<file path="config.mk">
export PLATFORM = sky130hd
export DESIGN_NAME = mc_controller
export DESIGN_NICKNAME = d
export VERILOG_FILES = /design/src/rtl/mc_controller.sv
export SDC_FILE = /design/constraint.sdc
export NUM_CORES = 1
export LEC_CHECK = 0
export CORE_MARGIN = 8
export CORE_UTILIZATION = 38
export DETAILED_ROUTE_END_ITERATION = 10
export PLACE_DENSITY = 0.84
export SLEW_MARGIN = 20
export SYNTH_ARGS = -nofsm -noshare
export SYNTH_HDL_FRONTEND = slang
export SYNTH_SLANG_ARGS = --single-unit
</file>
<file path="constraint.sdc">
create_clock -name clk -period 4.6 [get_ports clk]
set_clock_uncertainty 0.05 [all_clocks]
set_input_delay 0.69 -clock clk [delete_from_list [all_inputs] [get_ports clk]]
set_output_delay 0.69 -clock clk [all_outputs]
set_load 0.1 [all_outputs]
</file>
<file path="src/rtl/mc_controller.sv">
// Multicycle MIPS control unit: Moore FSM sequencing the datapath plus ALU decoder.
// Optional bne support is enabled by defining MC_BNE_EN.
module mc_controller (
    input  logic       clk,
    input  logic       reset,
    input  logic [5:0] op,
    input  logic [5:0] funct,
    input  logic       zero,
    output logic       iord,
    output logic       mem_write,
    output logic       ir_write,
    output logic       reg_dst,
    output logic       mem_to_reg,
    output logic       reg_write,
    output logic       alu_src_a,
    output logic [1:0] alu_src_b,
    output logic [2:0] alu_control,
    output logic [1:0] pc_src,
    output logic       pc_en,
    output logic       illegal_op,
    output logic [3:0] state
);

    typedef enum logic [3:0] {
        StFetch   = 4'd0,
        StDecode  = 4'd1,
        StMemAdr  = 4'd2,
        StMemRd   = 4'd3,
        StMemWb   = 4'd4,
        StMemWr   = 4'd5,
        StExecute = 4'd6,
        StAluWb   = 4'd7,
        StBranch  = 4'd8,
        StAddiEx  = 4'd9,
        StAddiWb  = 4'd10,
        StJump    = 4'd11
    } state_e;

    localparam logic [5:0] OpRtype = 6'b000000;
    localparam logic [5:0] OpLw    = 6'b100011;
    localparam logic [5:0] OpSw    = 6'b101011;
    localparam logic [5:0] OpBeq   = 6'b000100;
    localparam logic [5:0] OpAddi  = 6'b001000;
    localparam logic [5:0] OpJ     = 6'b000010;
`ifdef MC_BNE_EN
    localparam logic [5:0] OpBne   = 6'b000101;
`endif

    state_e state_q, state_d;
    logic   pc_write;
    logic   branch;
`ifdef MC_BNE_EN
    logic   bne_branch;
`endif

    always_ff @(posedge clk) begin
        if (!reset) begin
            state_q <= StFetch;
        end else begin
            state_q <= state_d;
        end
    end

    assign state = state_q;

    always_comb begin
        state_d     = StFetch;
        iord        = 1'b0;
        mem_write   = 1'b0;
        ir_write    = 1'b0;
        reg_dst     = 1'b0;
        mem_to_reg  = 1'b0;
        reg_write   = 1'b0;
        alu_src_a   = 1'b0;
        alu_src_b   = 2'b00;
        alu_control = 3'b010;
        pc_src      = 2'b00;
        pc_write    = 1'b0;
        branch      = 1'b0;
        illegal_op  = 1'b0;
`ifdef MC_BNE_EN
        bne_branch  = 1'b0;
`endif

        case (state_q)
            StFetch: begin
                state_d   = StDecode;
                alu_src_b = 2'b01;
                ir_write  = 1'b1;
                pc_write  = 1'b1;
            end
            StDecode: begin
                alu_src_b = 2'b11;
                case (op)
                    OpLw, OpSw: state_d = StMemAdr;
                    OpRtype:    state_d = StExecute;
                    OpBeq:      state_d = StBranch;
`ifdef MC_BNE_EN
                    OpBne:      state_d = StBranch;
`endif
                    OpAddi:     state_d = StAddiEx;
                    OpJ:        state_d = StJump;
                    default: begin
                        state_d    = StFetch;
                        illegal_op = 1'b1;
                    end
                endcase
            end
            StMemAdr: begin
                state_d   = (op == OpSw) ? StMemWr : StMemRd;
                alu_src_a = 1'b1;
                alu_src_b = 2'b10;
            end
            StMemRd: begin
                state_d = StMemWb;
                iord    = 1'b1;
            end
            StMemWb: begin
                mem_to_reg = 1'b1;
                reg_write  = 1'b1;
            end
            StMemWr: begin
                iord      = 1'b1;
                mem_write = 1'b1;
            end
            StExecute: begin
                state_d   = StAluWb;
                alu_src_a = 1'b1;
                case (funct)
                    6'b100000: alu_control = 3'b010;
                    6'b100010: alu_control = 3'b110;
                    6'b100100: alu_control = 3'b000;
                    6'b100101: alu_control = 3'b001;
                    6'b101010: alu_control = 3'b111;
                    default:   alu_control = 3'b010;
                endcase
            end
            StAluWb: begin
                reg_dst   = 1'b1;
                reg_write = 1'b1;
            end
            StBranch: begin
                alu_src_a   = 1'b1;
                alu_control = 3'b110;
                pc_src      = 2'b01;
`ifdef MC_BNE_EN
                // beq and bne share this state; op picks the sense of zero
                branch      = (op != OpBne);
                bne_branch  = (op == OpBne);
`else
                branch      = 1'b1;
`endif
            end
            StAddiEx: begin
                state_d   = StAddiWb;
                alu_src_a = 1'b1;
                alu_src_b = 2'b10;
            end
            StAddiWb: begin
                reg_write = 1'b1;
            end
            StJump: begin
                pc_src   = 2'b10;
                pc_write = 1'b1;
            end
            default: state_d = StFetch;
        endcase

`ifdef MC_BNE_EN
        pc_en = pc_write | (branch & zero) | (bne_branch & ~zero);
`else
        pc_en = pc_write | (branch & zero);
`endif

        // Hold the datapath quiescent with FETCH selects while in reset
        if (!reset) begin
            iord        = 1'b0;
            mem_write   = 1'b0;
            ir_write    = 1'b0;
            reg_dst     = 1'b0;
            mem_to_reg  = 1'b0;
            reg_write   = 1'b0;
            alu_src_a   = 1'b0;
            alu_src_b   = 2'b01;
            alu_control = 3'b010;
            pc_src      = 2'b00;
            pc_en       = 1'b0;
            illegal_op  = 1'b0;
        end
    end

endmodule

</file>
==> metrics.md <==
| Metric | Value |
|---|---|
| Status | finished clean |
| Area of the multi-input gates | 430 um^2 |
| Cell taking the most area after synthesis | dfxtp_1 |
| Worst Path Class, Setup | in2out |
| Wire length per cell | 14.5 um |
| Post-CTS Setup Bufs | 0 |
| Antenna Violating Nets Remaining | 0 |
| Asr flop ratio synth | 0% |
| Power Dens Cells | ~180 mW/mm^2 |
| Post-Synthesis Cell Area | 541 um^2 |
| Sw Pwr | approximately 64 uW |
| Die area | slightly below 0.003 mm^2 |
| Period utilization | 72.0% |
| Dominant synthesized flop cell | dfxtp_1 |
| Combinational Power Share | approximately 45% |
| Top cell types by occurrence after synthesis | nor2_1, nand2b_1, nor3_1 |
| Clk sinks | 4 |
| HP Start | state[0] |
| Yosys reg bits | 4 |
| Worst-margin pin slew | slightly below 1 ns |
| Sequential Power Share | 25.8% |
| Reg2reg start | state[1] |
| Placer Congestion | around 0.86 |
| Max cap viols | 0 |
| CTS tree | yes |
| Post-synth top area share | between 10% and 20% |
| Initial antenna violation count | 0 |
| Static leakage | roughly 0.00035 uW |
| Starting Density | 41.0% |
| Die Span Y | between 50 and 60 um |
| RSZ-0062 raised after global routing | false |
| Total Wirelength | 1850 um |
| Largest net degree at the start of global routing | 16 |
| Hold depth | 1 |
| RR Endpoint | state[1] |
| Cells on worst reg2reg path | 4 |
| 1st-iter DRT viols | 17 |
| WHS | about 0.56 ns |
| CTS root buf | clkbuf_4 |
| Pint | just under 90 uW |
| Vias in the first global route | slightly below 700 |
| Max VDD drop | roughly 0.12 mV |
| GRT overflow | 0 |
| Placed wire-length estimate | between 1500 and 2000 um |
| Part of the Yosys area used for sequential elements | 14.8% |
| Max reg flops | 4 |
| Critical Path Start Type | input port |
| Via Count | approximately 700 |
| Syn_area_per_cell | 6.76 um^2 |
| WP data required | about 3.9 ns |
| Port Buffer Count | 34 |
| Tmin final | approximately 3.3 ns |
| Area growth syn-to-layout | 60.2% |
| Fin. max-slew vios | 0 |
| Post-DP Area | 843 um^2 |
| Fillcell total | 130 |
| Top cells by area, synth | dfxtp_1, nand2b_1, nor2_1 |
| Hold-fix buffers, CTS | 0 |
| Finish-stage setup viols | 0 |
| I/O pin count | 35 |
| Crit-path max FO | 10 |
| Most frequent cell after synthesis | nor2_1 |
| Layout Nets | between 100 and 150 |
| Core ar. | 0.00132 mm^2 |
| Fraction of layout cells with a size suffix above 1 | slightly above 20% |
| Switch share | a little over two fifths |
| Hold WC Path Type | reg2reg |
| Element type at the critical path end | primary output |
| Die W | approximately 54 um |
| End of the worst hold path | state[0] |
| Setup TNS | 0 ns |
| Cell variety after synth | 34 |
| Drt first pass iters | 4 |
| Antenna Cells | 0 |
| Max Fclk | a little over 300 MHz |
| Post-CTS sizing | 0 |
| Fin. Hold Viols | 0 |
| Number of core rows | 13 |
| Total CTS buffers | 3 |
| Total power | between 150 and 200 uW |
| Clock-pin slew on the worst setup and hold paths | 0.03 ns |
| Fin area | 866 um^2 |
| Number of synthesized flops with an enable pin | 0 |
| CTS Buffer Depth | 2 |
| Clk_lat worst skew | 0.24 ns |
| All-Layer GR Usage | ~14% |
| YS warnings | 0 |
| First-pass GRT wire length | a little over 3000 um |
| Register Area | roughly 80 um^2 |
| DRC | 0 |
| Register-to-register setup slack | about 3.1 ns |
| Arr. time, crit path | 2.57 ns |
| Slew margin rel. | between 30 and 40% |
| H-Tree Depth | 1 |
| Clock group share of total power | between 20 and 30% |
| Vias per std cell | 5.53 |
| Post-Synthesis Cells | 80 |
| Post-synth net total | 95 |
## power by group through the flow
| stage | Combinational [uW] | Clock [uW] | Sequential (uW) |
|---|---|---|---|
| floorplan | 41.2 | 0 | 44.6 |
| global placement | 68.6 | 0 | 40.0 |
| detailed placement | 69.4 | 0 | 39.9 |
| CTS | 69.5 | 45.7 | 39.4 |
| global route | 72.9 | 51.9 | 39.8 |
| finish | 69.2 | 44.0 | 39.4 |
## through the flow
step	utilization, %	worst slack (ns)	cells
5_1_grt	65.7	1.22	127
3_5_place_dp	64.0	1.27	124
4_1_cts	65.7	1.27	127
6_report	65.7	1.29	127
2_1_floorplan	-	0.234	80
3_3_place_gp	64.0	1.29	124
## cell usage in the layout (no fill, tap or decap), drive strengths merged, types with 3 or more instances in the layout
cell | synthesis | final
nor2 | 10 | 10
nand2 | 5 | 5
dfxtp | 4 | 4
xor2 | 3 | 3
clkbuf | 0 | 3
nand2b | 9 | 9
nor2b | 3 | 3
nor3 | 6 | 6
inv | 3 | 3
a31oi | 3 | 3
buf | 5 | 15
clkdlybuf4s50 | 0 | 19
a21oi | 3 | 3
o21ai | 4 | 4
## per-layer routing
layer | GRT usage, % | vias to the layer above | share of wire [%]
li1 | - | 353 | -
met3 | 6.61 | 3 | 11
met1 | 14.4 | 319 | 39
met4 | 5.04 | 0 | 0.54
met2 | 24.7 | 27 | 50
met5 | 0 | - | 0
## worst max path at each step
stage / depth (start not counted) / from / to
after floorplan: 4 / state[3] / pc_en
after global placement: 3 / reset / alu_src_b[0]
after detailed placement: 3 / reset / alu_src_b[0]
after CTS: 3 / reset / alu_src_b[0]
after global routing: 5 / reset / alu_control[2]
final: 3 / reset / alu_src_b[0]
## kinds of logic after synthesis
logic type      after synthesis  share of synthesized area, %
simple gates                 46                          49.1
compound gates               17                          21.3
buf+inv                       8                          6.48
xor+xnor                      4                          6.48
flops                         4                          14.8
mux                           1                          1.85
## critical path: stages
cell and delay [ns]:
clkdlybuf4s50_1 0.57, o31ai_1 0.14, clkdlybuf4s50_1 1.17
## cell type report
| type | instances | share of cell area (%) |
|---|---|---|
| Inverter | 3 | 1.30 |
| Clock buffer | 3 | 2.60 |
| Tap cell | 15 | 2.17 |
| Timing Repair Buffer | 34 | 35.0 |
| Multi-Input combinational cell | 68 | 49.7 |
| Sequential cell | 4 | 9.25 |
(Power assumes the default switching activity.)
